<file path="config.mk">
export PLATFORM = sky130hd
export DESIGN_NAME = opsum_writeback_flat
export DESIGN_NICKNAME = d
export VERILOG_FILES = /design/src/rtl/opsum_writeback_if.sv /design/src/rtl/opsum_writeback.sv /design/src/flat_wrapper.sv
export SDC_FILE = /design/constraint.sdc
export NUM_CORES = 1
export LEC_CHECK = 0
export CORE_MARGIN = 2
export CORE_UTILIZATION = 45
export DETAILED_ROUTE_END_ITERATION = 10
export DONT_BUFFER_PORTS = 1
export HOLD_SLACK_MARGIN = 0.08
export SLEW_MARGIN = 25
export SYNTH_ARGS = -nofsm -noshare
export SYNTH_HDL_FRONTEND = slang
export SYNTH_SLANG_ARGS = --single-unit
</file>
<file path="constraint.sdc">
create_clock -name clk -period 12.25 [get_ports clk]
set_input_delay 1.225 -clock clk [delete_from_list [all_inputs] [get_ports clk]]
set_output_delay 1.225 -clock clk [all_outputs]
set_load 0.02 [all_outputs]
</file>
<file path="src/rtl/opsum_writeback_if.sv">
// Opsum valid/ready stream from the PE array plus the GLB word write port.
// The slave modport is the write-back stage; master is its environment.
interface opsum_writeback_if #(
    parameter int DATA_BITS = 32,
    parameter int ADDR_BITS = 16
);
    logic                 opsum_valid;
    logic                 opsum_ready;
    logic [DATA_BITS-1:0] opsum_data;
    logic                 glb_we;
    logic [ADDR_BITS-1:0] glb_addr;
    logic [DATA_BITS-1:0] glb_wdata;
    logic [3:0]           glb_bmask;

    modport master (
        output opsum_valid, opsum_data,
        input  opsum_ready,
        input  glb_we, glb_addr, glb_wdata, glb_bmask
    );

    modport slave (
        input  opsum_valid, opsum_data,
        output opsum_ready,
        output glb_we, glb_addr, glb_wdata, glb_bmask
    );
endinterface

</file>
<file path="src/rtl/opsum_writeback.sv">
// Opsum requant (round, shift, saturate to int8) and 4-byte packing into GLB words.
// Define OPSUM_RELU_EN to clamp negative results to zero before saturation.
module opsum_writeback #(
    parameter int DATA_BITS = 32,
    parameter int ADDR_BITS = 16,
    parameter int CNT_BITS  = 16
) (
    input  logic                 clk,
    input  logic                 rst,
    input  logic                 start,
    input  logic [ADDR_BITS-1:0] cfg_base_addr,
    input  logic [CNT_BITS-1:0]  cfg_num_outputs,
    input  logic [4:0]           cfg_shift,
    opsum_writeback_if.slave     bus,
    output logic                 busy,
    output logic                 done
);
    typedef enum logic [1:0] {S_IDLE, S_RUN, S_FLUSH, S_DONE} state_t;

    localparam logic signed [DATA_BITS:0] SAT_HI = (DATA_BITS+1)'(127);
    localparam logic signed [DATA_BITS:0] SAT_LO = (DATA_BITS+1)'(-128);

    state_t               r_state, w_state_next;
    logic [CNT_BITS-1:0]  r_remaining, w_remaining_next;
    logic                 r_ready, w_ready_next;
    logic [4:0]           r_shift;
    logic                 w_xfer, w_drained, w_flush_wr;

    logic                 r_in_valid;
    logic [DATA_BITS-1:0] r_in_data;
    logic                 r_q_valid;
    logic [7:0]           r_q_byte;
    logic [1:0]           r_lane;
    logic [23:0]          r_pack;
    logic [ADDR_BITS-1:0] r_addr;

    logic                 r_glb_we;
    logic [ADDR_BITS-1:0] r_glb_addr;
    logic [DATA_BITS-1:0] r_glb_wdata;
    logic [3:0]           r_glb_bmask;

    logic signed [DATA_BITS:0] w_round, w_sum, w_shifted;
    logic [7:0]                w_byte;

    assign w_xfer    = bus.opsum_valid && r_ready;
    assign w_drained = !r_in_valid && !r_q_valid;

    always_ff @(posedge clk) begin
        if (rst) begin
            r_state     <= S_IDLE;
            r_remaining <= '0;
            r_ready     <= 1'b0;
        end else begin
            r_state     <= w_state_next;
            r_remaining <= w_remaining_next;
            r_ready     <= w_ready_next;
        end
    end

    // FLUSH stays put for one extra cycle when it issues the partial write.
    always_comb begin
        w_state_next     = r_state;
        w_remaining_next = r_remaining;
        w_flush_wr       = 1'b0;
        unique case (r_state)
            S_IDLE: begin
                if (start) begin
                    w_remaining_next = cfg_num_outputs;
                    w_state_next     = (cfg_num_outputs != '0) ? S_RUN : S_DONE;
                end
            end
            S_RUN: begin
                if (w_xfer) begin
                    w_remaining_next = r_remaining - CNT_BITS'(1);
                    if (r_remaining == CNT_BITS'(1)) w_state_next = S_FLUSH;
                end
            end
            S_FLUSH: begin
                if (w_drained) begin
                    if (r_lane != 2'd0) w_flush_wr   = 1'b1;
                    else                w_state_next = S_DONE;
                end
            end
            S_DONE:  w_state_next = S_IDLE;
            default: w_state_next = S_IDLE;
        endcase
        w_ready_next = (w_state_next == S_RUN) && (w_remaining_next != '0);
    end

    always_comb begin
        w_round   = (r_shift == 5'd0) ? '0 : ((DATA_BITS+1)'(1) << (r_shift - 5'd1));
        w_sum     = $signed({r_in_data[DATA_BITS-1], r_in_data}) + w_round;
        w_shifted = w_sum >>> r_shift;
        w_byte    = w_shifted[7:0];
`ifdef OPSUM_RELU_EN
        if (w_shifted < 0)           w_byte = 8'h00;
        else if (w_shifted > SAT_HI) w_byte = 8'h7F;
`else
        if (w_shifted > SAT_HI)      w_byte = 8'h7F;
        else if (w_shifted < SAT_LO) w_byte = 8'h80;
`endif
    end

    always_ff @(posedge clk) begin
        if (rst) begin
            r_shift     <= '0;
            r_in_valid  <= 1'b0;
            r_in_data   <= '0;
            r_q_valid   <= 1'b0;
            r_q_byte    <= '0;
            r_lane      <= '0;
            r_pack      <= '0;
            r_addr      <= '0;
            r_glb_we    <= 1'b0;
            r_glb_addr  <= '0;
            r_glb_wdata <= '0;
            r_glb_bmask <= '0;
        end else begin
            r_in_valid <= w_xfer;
            if (w_xfer) r_in_data <= bus.opsum_data;
            r_q_valid <= r_in_valid;
            if (r_in_valid) r_q_byte <= w_byte;
            r_glb_we <= 1'b0;

            if (r_state == S_IDLE && start) begin
                r_shift <= cfg_shift;
                r_addr  <= cfg_base_addr;
                r_lane  <= '0;
                r_pack  <= '0;
            end

            if (r_q_valid) begin
                r_lane <= r_lane + 2'd1;
                if (r_lane == 2'd3) begin
                    r_glb_we    <= 1'b1;
                    r_glb_addr  <= r_addr;
                    r_glb_wdata <= DATA_BITS'({r_q_byte, r_pack});
                    r_glb_bmask <= 4'b1111;
                    r_addr      <= r_addr + ADDR_BITS'(1);
                    r_pack      <= '0;
                end else begin
                    r_pack[{r_lane, 3'b000} +: 8] <= r_q_byte;
                end
            end

            // Unfilled lanes of r_pack are already zero from the last clear.
            if (w_flush_wr) begin
                r_glb_we    <= 1'b1;
                r_glb_addr  <= r_addr;
                r_glb_wdata <= DATA_BITS'({8'h00, r_pack});
                r_glb_bmask <= (4'd1 << r_lane) - 4'd1;
                r_addr      <= r_addr + ADDR_BITS'(1);
                r_lane      <= '0;
                r_pack      <= '0;
            end
        end
    end

    assign bus.opsum_ready = r_ready;
    assign bus.glb_we      = r_glb_we;
    assign bus.glb_addr    = r_glb_addr;
    assign bus.glb_wdata   = r_glb_wdata;
    assign bus.glb_bmask   = r_glb_bmask;
    assign busy            = (r_state != S_IDLE);
    assign done            = (r_state == S_DONE);
endmodule
</file>
<file path="src/flat_wrapper.sv">
// flat-port wrapper written by rule: the top's interface ports become plain ports
module opsum_writeback_flat 
#(
    parameter int DATA_BITS = 32,
    parameter int ADDR_BITS = 16,
    parameter int CNT_BITS  = 16
)
  (clk, rst, start, cfg_base_addr, cfg_num_outputs, cfg_shift, busy, done, bus_opsum_valid, bus_opsum_data, bus_opsum_ready, bus_glb_we, bus_glb_addr, bus_glb_wdata, bus_glb_bmask);
  opsum_writeback_if #(.DATA_BITS(DATA_BITS), .ADDR_BITS(ADDR_BITS)) bus_i ();
  input  logic clk;
  input  logic rst;
  input  logic start;
  input  logic [ADDR_BITS-1:0] cfg_base_addr;
  input  logic [CNT_BITS-1:0] cfg_num_outputs;
  input  logic [4:0] cfg_shift;
  output logic busy;
  output logic done;
  input wire logic [$bits(bus_i.opsum_valid)-1:0] bus_opsum_valid;
  input wire logic [$bits(bus_i.opsum_data)-1:0] bus_opsum_data;
  output wire logic [$bits(bus_i.opsum_ready)-1:0] bus_opsum_ready;
  output wire logic [$bits(bus_i.glb_we)-1:0] bus_glb_we;
  output wire logic [$bits(bus_i.glb_addr)-1:0] bus_glb_addr;
  output wire logic [$bits(bus_i.glb_wdata)-1:0] bus_glb_wdata;
  output wire logic [$bits(bus_i.glb_bmask)-1:0] bus_glb_bmask;
  assign bus_i.opsum_valid = bus_opsum_valid;
  assign bus_i.opsum_data = bus_opsum_data;
  assign bus_opsum_ready = bus_i.opsum_ready;
  assign bus_glb_we = bus_i.glb_we;
  assign bus_glb_addr = bus_i.glb_addr;
  assign bus_glb_wdata = bus_i.glb_wdata;
  assign bus_glb_bmask = bus_i.glb_bmask;
  opsum_writeback #(.DATA_BITS(DATA_BITS), .ADDR_BITS(ADDR_BITS), .CNT_BITS(CNT_BITS)) u_core (.clk(clk), .rst(rst), .start(start), .cfg_base_addr(cfg_base_addr), .cfg_num_outputs(cfg_num_outputs), .cfg_shift(cfg_shift), .bus(bus_i), .busy(busy), .done(done));
endmodule
</file>
; Word level (Yosys, flattened, before mapping)
; Index checks and enable logic that the tools add are counted.
[word_totals]
register_bits = 161
in_bits = 73
out_inout_bits = 56
word_cells = 93
[classes]
n_addsub = 7
n_lt_le_gt_ge = 2
eq_ne = 6
shift = 5
muxes = 39
n_reduce_logical = 18
[op_table]
columns = operator, count
row1 = 24-bit two-way mux, 7
row2 = 16-bit two-way mux, 9
row3 = 32-bit by 33-bit adder with 33-bit output, 1
row4 = "33-bit by 8-bit greater-than comparator with 1-bit output, second input constant", 1
row5 = "33-bit by 8-bit < comparator with 1-bit output, second input constant", 1
row6 = 33-bit two-way mux, 1
row7 = "1-bit by 5-bit left shift with 33-bit output, first input constant", 1
row8 = 33-bit by 5-bit >>> shifter with 33-bit output, 1
row9 = 16-bit case mux with 2 select lines, 1
row10 = 16-bit nonzero test, 2
row11 = 24-bit bitwise mux, 1
row12 = "8-bit by 7-bit variable shift with 24-bit output, first input constant", 1
row13 = 8-bit by 7-bit variable part select with 24-bit output, 1
row14 = "16-bit by 1-bit adder with 16-bit output, second input constant", 1
row15 = "16-bit by 1-bit == test with 1-bit output, second input constant", 1
row16 = 2-bit two-way mux, 8
row17 = 8-bit two-way mux, 2
row18 = "16-bit by 1-bit subtractor with 16-bit output, second input constant", 1
row19 = 4-bit two-way mux, 3
row20 = 2-bit nonzero test, 5
row21 = 2-bit case mux with 4 select lines, 1
row22 = 5-bit negator with 7-bit output, 1
row23 = "2-bit == test, second input constant", 3
row24 = 1-bit two-way mux, 6
row25 = 11 further kinds, 17

; Longest topological paths before layout
; Gate-level depths: netlist (run 1).
[depth]
ltp_word = 8
mapped_depth = 22
ltp_nobuf = 19

; Least setup slack after synthesis (run 1)
; No wires, ideal clock.
[synth_timing]
path_type = register to register
from = register u_core.r_shift[2]
to = register u_core.r_q_byte[0]
setup_time_ns = 0.143
arrival_ns = 4.644
required_ns = 12.107
setup_slack_ns = 7.463
path_stages_with_launch = 22
path_buffers = 5
period_less_slack_ns = 4.787
cell_sequence = dfxtp_1 -> clkbuf_1 -> buf_2 -> buf_1 -> clkbuf_1 -> nand3_1 -> nor2_1 -> ha_1 -> buf_2 -> a21oi_2 -> a21boi_2 -> a311o_1 -> a2111oi_4 -> a21oi_2 -> and2_4 -> mux4_2 -> a21oi_2 -> a31oi_1 -> nor4_2 -> nand4_1 -> o21ai_4 -> o32ai_1
[synth_via]
elab_chain_cells = 8
[synth_rtl]
columns = item, line
row1 = start: declaration, opsum_writeback.sv:26  ; logic [4:0] r_shift;
row2 = start signal: assignment, opsum_writeback.sv:126  ; r_shift <= cfg_shift;
row3 = 5-bit by 1-bit subtractor with 5-bit output, opsum_writeback.sv:91  ; w_round = (r_shift == 5'd0) ? '0 : ((DATA_BITS+1)'(1) << (r_shift - 5'd1));
row4 = 1-bit by 5-bit left shift with 33-bit output, opsum_writeback.sv:91
row5 = 33-bit two-way mux, opsum_writeback.sv:91
row6 = 32-bit by 33-bit adder with 33-bit output, opsum_writeback.sv:92  ; w_sum = $signed({r_in_data[DATA_BITS-1], r_in_data}) + w_round;
row7 = 33-bit by 5-bit >>> shifter with 33-bit output (*), opsum_writeback.sv:93  ; w_shifted = w_sum >>> r_shift;
row8 = 33-bit by 8-bit < comparator with 1-bit output, opsum_writeback.sv:100  ; else if (w_shifted < SAT_LO) w_byte = 8'h80;
row9 = 8-bit two-way mux, opsum_writeback.sv:100
row10 = 8-bit two-way mux (*), opsum_writeback.sv:99  ; if (w_shifted > SAT_HI) w_byte = 8'h7F;
row11 = end signal: assignment, opsum_writeback.sv:122  ; if (r_in_valid) r_q_byte <= w_byte;
row12 = end: declaration, opsum_writeback.sv:32  ; logic [7:0] r_q_byte;
; Mark *: on every way between the ends. The rest lies on a longest branch, timed or not.
; A chain may end at the register's enable or synchronous reset.

; Worst setup path in the final report (run 1)
[layout_timing]
from = register u_core.r_shift[1]
to = register u_core.r_q_byte[6]
; Same word-level chain as after synthesis.

==> results of run 1 <==
layout by cell type (no fill, tap or decap), drive strengths merged, types with 8 or more instances in the layout:
| master | synthesis | layout |
|---|---|---|
| nor3b | 12 | 12 |
| nor2 | 200 | 200 |
| nand3 | 33 | 33 |
| and3 | 20 | 20 |
| o22ai | 13 | 13 |
| xnor2 | 9 | 9 |
| nand2b | 10 | 10 |
| o21a | 15 | 15 |
| mux4 | 11 | 11 |
| or3 | 17 | 17 |
| ha | 41 | 41 |
| a22o | 18 | 18 |
| o21ai | 89 | 89 |
| o32ai | 14 | 14 |
| a221oi | 18 | 18 |
| clkbuf | 68 | 17 |
| a21oi | 158 | 158 |
| inv | 30 | 39 |
| o2111ai | 8 | 8 |
| a21o | 13 | 13 |
| o211ai | 16 | 16 |
| a22oi | 30 | 30 |
| buf | 40 | 15 |
| a2111oi | 8 | 8 |
| and2 | 16 | 16 |
| nand2 | 267 | 267 |
| nand4 | 26 | 26 |
| nor2b | 10 | 10 |
| dfxtp | 161 | 161 |
| nor3 | 41 | 41 |
| a31oi | 19 | 19 |
| mux2i | 18 | 18 |
| o221ai | 8 | 8 |
| a211oi | 38 | 38 |
| nor4 | 17 | 17 |
layer usage:
layer  vias to the layer above  global-route usage  share of wire
met4                         0              0.0934          0.029
met1                      5788               0.375           0.44
met3                        79              0.0474          0.060
li1                       5857                   -              -
met5                         -                   0              0
met2                       459               0.468           0.47
cell type report:
class                      count  area (um2)
multi-input combinational   1317        8060
sequential                   161        3220
fill                        2635       13400
timing repair buffer          15         113
inverter                      30         113
clock inverter                15         194
clock buffer                  17         425
tap                          335         419
metrics by stage:
step	power [mW]	cell area, um2
2_1_floorplan	0.842	11800
6_report	1.50	12500
3_3_place_gp	0.929	11900
4_1_cts	1.50	12500
5_1_grt	1.57	12500
3_5_place_dp	0.930	11900
critical path, stage by stage, from the launching register on:
cell and delay, ns:
dfxtp_1 0.30, buf_4 0.26, inv_2 0.63, nand2_1 0.72
nor3_1 0.37, ha_1 0.29, inv_1 0.07, fa_1 0.39
nand2b_1 0.21, a21o_1 0.19, a21o_1 0.20, a221oi_2 0.51
nor2_2 0.13, a221oi_2 0.42, o32ai_1 0.15, a2111oi_2 0.55
nand2_1 0.11, a41oi_1 0.23, nor3b_1 0.08, a31oi_1 0.54
o32ai_1 0.19
where the power goes:
part	switching [mW]	leakage [nW]	total, mW	internal, mW
Combinational	0.230	2.81	0.349	0.119
Clock	0.293	0.300	0.575	0.282
Sequential	0.0302	1.31	0.577	0.547
logic make-up (layout without fill, tap and decap cells):
group | after synthesis | after routing | share of synthesized area
XOR/XNOR | 14 | 14 | 0.0110
AO/OA/AOI/OAI | 538 | 538 | 0.319
flip-flops | 161 | 161 | 0.273
adder cells (fa/ha/maj) | 42 | 42 | 0.0451
AND/OR/NAND/NOR | 689 | 689 | 0.264
buffers and inverters | 138 | 77 | 0.0479
multiplexers | 33 | 33 | 0.0403
other | 1 | 1 | 0.000317
state kept, by name, indices dropped and copies added, names as in the netlist:
name / count
u_core.r_remaining: 16
u_core.bus.glb_addr: 16
u_core.bus.glb_wdata: 32
u_core.r_q_byte: 8
u_core.r_addr: 16
u_core.r_pack: 24
u_core.r_q_valid: 1
u_core.r_in_valid: 1
u_core.r_lane: 2
u_core.r_shift: 5
u_core.r_in_data: 32
u_core.bus.glb_we: 1
u_core.bus.opsum_ready: 1
u_core.r_state: 2
u_core.bus.glb_bmask: 4
path summary, 6_finish.rpt:
check / to / slack [ns]
hold / removal: u_core.r_in_data[11] / 0.46
setup / recovery: u_core.r_q_byte[6] / 5.51
setup reg to reg: u_core.r_q_byte[6] / 5.51
hold reg to reg: u_core.r_in_data[11] / 0.46
==> metrics.md, run 1 <==
| Metric | Value |
|---|---|
| Outcome | `finished clean` |
| Setup Fix Bufs, Post-CTS | `0` |
| Synth area leaders | `dfxtp_1 (27%), nand2_1 (8.4%), nor2_1 (6.3%)` |
| Routed via count | `12,183` |
| IR drop worst, VDD | `~0.067 mV` |
| Largest net degree at the start of global routing | `117` |
| Lkg Pwr | `around 4.4 nW` |
| Antenna diode count | `0` |
| Cells after Synth | `1,616` |
| Clock Tree Root | `clkbuf_16` |
| Cell taking the most area after synthesis | `dfxtp_1` |
| Post-synthesis cell type count | `between 90 and 100` |
| Clk sinks | `161` |
| Period utilization | `0.550` |
| CP Launch Type | `register` |
| DR pass1 iterations | `6` |
| Tmin final | `6.74 ns` |
| Chip width | `166 um` |
| Critical path class | `reg -> reg` |
| Worst slack at placement | `5.71 ns` |
| Core area | `25,900 um2` |
| DRT antenna net count | `0` |
| Final Core Density | `0.484` |
| Fin worst setup slack | `around 5.5 ns` |
| Gr ovfl total | `0` |
| Min-delay src | `u_core.r_in_data[11]` |
| First-pass GRT wire length | `63,800 um` |
| Die H | `166 um` |
| Clock buffer depth | `2` |
| Area Overhead vs Synth | `6.05%` |
| Via-to-Cell Ratio | `between 6 and 7` |
| Die Area | `roughly 28,000 um2` |
| H-Tree Depth | `4` |
| Rel. slew slack | `0.362` |
| Row cnt | `59` |
| Iteration-0 DRC Markers | `1,336` |
| Cells after DPL | `around 1,900` |
| Total of max-cap violations | `0` |
| Fraction of registers with async set/reset | `0` |
| Share of cells above drive strength 1 | `0.0740` |
| CP startpoint | `u_core.r_shift[1]` |
| Worst hold slack | `between 0.4 and 0.5 ns` |
| Initial Util | `0.456` |
| Ports | `129` |
| Crit path max fanout | `39` |
| DP Wirelength | `28,600 um` |
| Ys Warns | `0` |
| Hold crit path type | `reg -> reg` |
| RR Startpoint | `u_core.r_shift[1]` |
| CTS tree | `yes` |
| Vias in the first global route | `11,574` |
| Post-synth EDFFs | `0` |
| Drt wl/cell | `roughly 21 um` |
| Post-Syn Nets | `about 1,700` |
| P per Cell Area | `120 nW/um2` |
| Clock slew seen by the registers of the worst setup and hold paths | `0.08 ns` |
| Synth Register Bits | `161` |
| Routability cong. | `0.950` |
| Peak Freq | `148 MHz` |
| # resized after CTS | `0` |
| Pins over their slew limit | `0` |
| # hold bufs at CTS | `0` |
| RSZ-0062 raised after global routing | `no` |
| Clock insertion delay at the later pin of the skew report | `roughly 0.44 ns` |
| TritonCTS buffer count | `17` |
| Layout Nets | `1,657` |
| Fin cells | `1,890` |
| Yosys top cell area share | `0.273` |
| Final setup vio count | `0` |
| Final WL | `39,500 um` |
| Global Route Usage Sum | `0.283` |
| Reg2reg path depth | `20` |
| Dominant synthesized flop cell | `dfxtp_1` |
| Worst endpoint data arrival time | `7.02 ns` |
| Setup TNS | `0 ns` |
| Mapped cell area | `approximately 12,000 um2` |
| Hold path depth | `2` |
| Final hold violation count | `0` |
| Worst-margin pin slew | `0.954 ns` |
| DRC viols | `0` |
| CP Capture Type | `register` |
| Antenna violations before repair | `0` |
| Synth Area per Inst | `about 7.3 um2` |
| Port Buffers | `0` |
| Skew final | `0.0146 ns` |
| Top-count cell post-synth | `nand2_1` |
| Seq/Total Area, Yosys | `0.273` |
| Most frequent cells after synthesis | `nand2_1 (266), nor2_1 (199), dfxtp_1 (161), a21oi_1 (146), o21ai_0 (72)` |
| Critical Path RT | `12.53 ns` |
No activity file was read; power rests on OpenSTA's default activity.
==> inputs of run 2 (changes only) <==
==> constraint.sdc (replaced) <==
create_clock -name clk -period 6.9 [get_ports clk]
set_input_delay 0.69 -clock clk [delete_from_list [all_inputs] [get_ports clk]]
set_output_delay 0.69 -clock clk [all_outputs]
set_load 0.02 [all_outputs]
==> metrics.md, run 2 (same netlist as run 1, synthesis figures left out) <==
| Metric | Value |
|---|---|
| Outcome | `finished clean` |
| Total of max-cap violations | `0 (unchanged)` |
| Tmin final | `5.93 ns (-0.810 ns)` |
| Fin cells | `1,899 (+0.48%)` |
| Final setup vio count | `0 (unchanged)` |
| Setup TNS | `0 ns (unchanged)` |
| Final WL | `40,500 um (+2.4%)` |
| Crit path max fanout | `32 (-18%)` |
| Clock insertion delay at the later pin of the skew report | `0.44 ns (about the same)` |
| Pins over their slew limit | `0 (unchanged)` |
| Total power | `2.68 mW (+79%)` |
| Final hold violation count | `0 (unchanged)` |
| RSZ-0062 raised after global routing | `no` |
| Peak Freq | `169 MHz (+14%)` |
| Critical path class | `reg -> reg` |
| Antenna violations before repair | `0 (unchanged)` |
| Row cnt | `59 (unchanged)` |
| Routed via count | `12,266 (+0.68%)` |
| CP Capture Type | `register` |
| IR drop worst, VDD | `0.125 mV (+88%)` |
| Area Overhead vs Synth | `6.71%` |
| Vias in the first global route | `11,399 (-1.5%)` |
| Hold crit path type | `in -> reg` |
| Routability cong. | `1.01 (+5.8%)` |
| Cells after DPL | `1,867 (+0.48%)` |
| Fin worst setup slack | `0.972 ns (-4.54 ns)` |
| Commonest cells after routing, fill and taps aside | `nand2_1 (266), nor2_1 (196), dfxtp_1 (161)` |
| H-Tree Depth | `4 (unchanged)` |
| DRC viols | `0 (unchanged)` |
| Largest net degree at the start of global routing | `117 (unchanged)` |
| Ports | `129 (unchanged)` |
| Clock Power Share | `0.383 (about the same)` |
| Switching share of total power | `0.371 (+0.00253)` |
| Clock slew seen by the registers of the worst setup and hold paths | `0.08 ns (about the same)` |
| Period utilization | `0.859 (+0.309)` |
| Initial Util | `0.456 (unchanged)` |
| Worst-margin pin slew | `0.984 ns (+0.0303 ns)` |
| P per Cell Area | `213 nW/um2 (+78%)` |
| DP Wirelength | `29,900 um (+4.7%)` |
| Setup Fix Bufs, Post-CTS | `0 (unchanged)` |
| Worst slack at placement | `1.18 ns (-4.53 ns)` |
| Drt wl/cell | `21.3 um (+1.9%)` |
| CTS tree | `yes` |
| Lkg Pwr | `4.46 nW (+0.99%)` |
| DRT antenna net count | `0 (unchanged)` |
| CP Launch Type | `register` |
| Antenna diode count | `0 (unchanged)` |
| TritonCTS buffer count | `17 (unchanged)` |
| Clk sinks | `161 (unchanged)` |
| Most common cell after layout, fill and taps aside | `nand2_1` |
| Iteration-0 DRC Markers | `1,450 (+8.5%)` |
| Skew final | `0.0150 ns (+0.000352 ns)` |
| Internal power | `1.69 mW (+78%)` |
| First-pass GRT wire length | `64,100 um (+0.41%)` |
| # resized after CTS | `0 (unchanged)` |
| Core area | `25,900 um2 (unchanged)` |
| Worst endpoint data arrival time | `6.21 ns (-0.81 ns)` |
| Die Area | `27,600 um2 (unchanged)` |
| Clock buffer depth | `2 (unchanged)` |
| Global Route Usage Sum | `0.286 (+0.00325)` |
| Chip width | `166 um (unchanged)` |
| Port Buffers | `0 (unchanged)` |
| Critical Path RT | `7.19 ns (-5.34 ns)` |
| Logic pwr share | `0.235 (+0.002)` |
| Layout Nets | `1,666 (+0.54%)` |
| # hold bufs at CTS | `0 (unchanged)` |
| Clock Tree Root | `clkbuf_16` |
| DR pass1 iterations | `6 (unchanged)` |
| Rel. slew slack | `0.342 (-0.0203)` |
| Gr ovfl total | `0 (unchanged)` |
| Share of cells above drive strength 1 | `0.0793 (+0.00533)` |
| Switching power | `0.996 mW (+80%)` |
| Fill cell count | `2,644 (+0.34%)` |
| Via-to-Cell Ratio | `6.46 (+0.20%)` |
| Share of power burned in registers | `0.382 (-0.002)` |
| Die H | `166 um (unchanged)` |
-- run 2: final cells by class --
cell class	instances	area [um2]	area share
clock buffer	17	425	0.0337
timing repair buffer	24	180	0.0143
inverter	30	113	0.00892
sequential	161	3220	0.255
multi-input combinational	1317	8060	0.638
clock inverter	15	204	0.0162
tap	335	419	0.0332
-- run 2: final timing paths --
kind	from	to	slack, ns	depth (start not counted)
max	u_core.r_shift[2]	u_core.r_q_byte[5]	0.97	19
min	rst	u_core.bus.glb_wdata[4]	0.31	1
max reg2reg	u_core.r_shift[2]	u_core.r_q_byte[5]	0.97	19
min reg2reg	u_core.r_pack[0]	u_core.bus.glb_wdata[0]	0.45	2
-- run 2: through the flow --
stage	hold slack (ns)	utilization	cell area, um2
floorplan	0.436	-	11800
CTS	0.299	0.487	12600
detailed placement	0.450	0.463	12000
global placement	0.447	0.463	12000
global route	0.303	0.487	12600
finish	0.314	0.487	12600
-- run 2: worst max-delay path, cell delays in order, from the launching register on --
cell and delay, ns:
dfxtp_1 0.30, buf_4 0.17, buf_4 0.25, nor2_1 0.39, nand2_1 0.36, nor2_1 0.18, ha_1 0.36, a21oi_1 0.33
o21a_1 0.27, o21ai_1 0.20, o311ai_1 0.58, nand2_1 0.33, o221ai_1 0.41, a211oi_1 0.24, a22oi_1 0.23, nand2_1 0.12
a41oi_1 0.22, nor3b_1 0.09, a31oi_1 0.53, o32ai_1 0.18
-- run 2: power groups by stage --
stage	logic (mW)	clock network [mW]	registers, mW
after floorplan	0.472	0	1.02
after global placement	0.618	0	1.05
after detailed placement	0.618	0	1.05
after CTS	0.621	1.04	1.02
after global routing	0.686	1.08	1.03
final	0.632	1.03	1.03
-- run 2: per-layer routing --
metal | track usage | vias up | wire length, um
met4 | 0.0836 | 0 | 906
li1 | - | 5890 | -
met3 | 0.0355 | 59 | 2270
met2 | 0.477 | 482 | 19000
met1 | 0.388 | 5835 | 18300
met5 | 0 | - | 0
==> inputs of run 3 (changes only) <==
--- a/config.mk
+++ b/config.mk
@@ -5,7 +5,7 @@
 export SDC_FILE = /design/constraint.sdc
 export NUM_CORES = 1
 export LEC_CHECK = 0
-export CORE_MARGIN = 2
+export CORE_MARGIN = 8
 export CORE_UTILIZATION = 45
 export DETAILED_ROUTE_END_ITERATION = 10
 export DONT_BUFFER_PORTS = 1
==> metrics.md, run 3 (same netlist as run 1, synthesis figures left out) <==
| Metric | Value |
|---|---|
| Outcome | `finished clean` |
| Rel. slew slack | `0.349 (+0.00741)` |
| Row cnt | `59 (unchanged)` |
| # resized after CTS | `0 (unchanged)` |
| Clock Power Share | `0.381 (-0.002)` |
| Final WL | `41,200 um (+1.8%)` |
| H-Tree Depth | `4 (unchanged)` |
| Clock buffer depth | `2 (unchanged)` |
| First-pass GRT wire length | `65,100 um (+1.6%)` |
| Skew final | `0.0179 ns (+0.00288 ns)` |
| Critical Path RT | `7.23 ns (+0.04 ns)` |
| Die H | `178 um (+7.2%)` |
| Worst endpoint data arrival time | `6.33 ns (+0.12 ns)` |
| DR pass1 iterations | `5 (-1)` |
| Vias in the first global route | `11,583 (+1.6%)` |
| Setup TNS | `0 ns (unchanged)` |
| Fill cell count | `2,606 (-1.4%)` |
| Logic pwr share | `0.235 (about the same)` |
| Highest-delay cell along the critical path | `a2111oi_0` |
| Most common cell after layout, fill and taps aside | `nand2_1` |
| Peak Freq | `167 MHz (-1.2%)` |
| RSZ-0062 raised after global routing | `no` |
| CP Capture Type | `register` |
| Gr ovfl total | `0 (unchanged)` |
| Worst Path Buf+Inv | `1 (-1)` |
| Critical path class | `reg -> reg` |
| R2R setup slack | `0.90 ns (-0.07 ns)` |
| Lkg Pwr | `4.47 nW (+0.17%)` |
| Hold crit path type | `in -> reg` |
| Share of power burned in registers | `0.384 (+0.002)` |
| Global Route Usage Sum | `0.254 (-0.0314)` |
| Placed cell area | `12,000 um2 (about the same)` |
| Largest delay share family, worst path | `compound AO/OA/AOI/OAI gates` |
| Share of cells above drive strength 1 | `0.0798 (+0.000537)` |
| Core area | `25,900 um2 (unchanged)` |
| Clk sinks | `161 (unchanged)` |
| Ports | `129 (unchanged)` |
| TritonCTS buffer count | `17 (unchanged)` |
| Internal power | `1.69 mW (about the same)` |
| Antenna violations before repair | `0 (unchanged)` |
| Clock Tree Root | `clkbuf_16` |
| Antenna diode count | `0 (unchanged)` |
| Switching power | `0.987 mW (-0.90%)` |
| Routability cong. | `0.969 (-3.6%)` |
| DRT antenna net count | `0 (unchanged)` |
| Tmin final | `6.00 ns (+0.0696 ns)` |
| Total of max-cap violations | `0 (unchanged)` |
| Clock insertion delay at the later pin of the skew report | `0.44 ns (about the same)` |
| # hold bufs at CTS | `0 (unchanged)` |
| Largest stage delay, worst path | `0.86 ns (+0.28 ns)` |
| Iteration-0 DRC Markers | `1,286 (-11%)` |
| P per Cell Area | `212 nW/um2 (-0.45%)` |
| Initial Util | `0.456 (unchanged)` |
| Clock slew seen by the registers of the worst setup and hold paths | `0.09 ns (about the same)` |
| IR drop worst, VDD | `0.157 mV (+26%)` |
| Largest net degree at the start of global routing | `117 (unchanged)` |
| Layout Nets | `1,668 (+0.12%)` |
| Commonest cells after routing, fill and taps aside | `nand2_1 (266), nor2_1 (196), dfxtp_1 (161)` |
| Worst path cell trace | `buf_4 -> nor2_1 -> nand2_1 -> nor2_1 -> ha_1 -> a21oi_1 -> o21ai_1 -> a21oi_1 -> a211oi_1 -> a2111oi_0 -> a311oi_1 -> nor3_2 -> a21oi_1 -> o32ai_1 -> nand4_1 -> nor3_1 -> a31oi_1 -> o32ai_1` |
| DP Wirelength | `30,400 um (+1.4%)` |
| Area Overhead vs Synth | `6.78% (about the same)` |
| Setup Fix Bufs, Post-CTS | `0 (unchanged)` |
| Port Buffers | `0 (unchanged)` |
| Chip width | `178 um (+7.2%)` |
| Crit path max fanout | `32 (unchanged)` |
| Pins over their slew limit | `0 (unchanged)` |
| Final hold violation count | `0 (unchanged)` |
| DRC viols | `0 (unchanged)` |
| CP Launch Type | `register` |
| Most frequent CP cell | `a21oi_1` |
| Worst-margin pin slew | `0.971 ns (-0.0133 ns)` |
| CTS tree | `yes` |
| Drt wl/cell | `21.7 um (+1.7%)` |
| Period utilization | `0.869 (+0.0101)` |
| Via-to-Cell Ratio | `6.45 (-0.16%)` |
| Die Area | `31,700 um2 (+15%)` |
| Final setup vio count | `0 (unchanged)` |
| Switching share of total power | `0.369 (-0.00193)` |
| Routed via count | `12,259 (-0.057%)` |
| Fin area | `12,600 um2 (about the same)` |
[run 3: path summary, 6_finish.rpt]
kind / start / end / cells after the start
max: u_core.r_shift[2] / u_core.r_q_byte[6] / 18
max reg2reg: u_core.r_shift[2] / u_core.r_q_byte[6] / 18
min reg2reg: u_core.r_pack[4] / u_core.bus.glb_wdata[4] / 2
min: rst / u_core.bus.glb_wdata[3] / 1
[run 3: worst reg2reg max path, cell delays in order, from the launching register on]
cell       delay, ns
dfxtp_1         0.58
buf_4           0.42
nor2_1          0.17
nand2_1         0.37
nor2_1          0.09
ha_1            0.39
a21oi_1         0.24
o21ai_1         0.20
a21oi_1         0.49
a211oi_1        0.20
a2111oi_0       0.86
a311oi_1        0.18
nor3_2          0.39
a21oi_1         0.14
o32ai_1         0.33
nand4_1         0.14
nor3_1          0.22
a31oi_1         0.28
o32ai_1         0.22
[run 3: layout make-up]
cell class,count,area [um2],area share
Tap cell,335,419,0.0332
Timing Repair Buffer,26,195,0.0155
Sequential cell,161,3220,0.255
Clock inverter,15,209,0.0165
Inverter,30,113,0.00892
Multi-Input combinational cell,1317,8050,0.637
Clock buffer,17,425,0.0337
[run 3: layer usage]
layer	vias to the layer above	part of all wire	global-route usage
li1	5890	-	-
met2	501	0.47	0.421
met1	5789	0.44	0.331
met3	79	0.059	0.0396
met5	-	0	0
met4	0	0.028	0.0900
[run 3: power by group through the flow]
stage / logic, mW / clock network [mW] / registers (mW)
finish: 0.628 / 1.02 / 1.03
detailed placement: 0.613 / 0 / 1.05
global placement: 0.616 / 0 / 1.05
floorplan: 0.472 / 0 / 1.02
CTS: 0.616 / 1.04 / 1.02
global route: 0.686 / 1.07 / 1.03
[run 3: stage by stage]
step	setup slack, ns	power [mW]	utilization	hold slack [ns]	cells
after floorplan	2.11	1.49	-	0.436	1616
after global placement	1.14	1.66	0.463	0.445	1869
after detailed placement	1.10	1.66	0.463	0.447	1869
after CTS	1.08	2.68	0.487	0.306	1901
after global routing	0.521	2.79	0.487	0.301	1901
final	0.903	2.67	0.487	0.313	1901
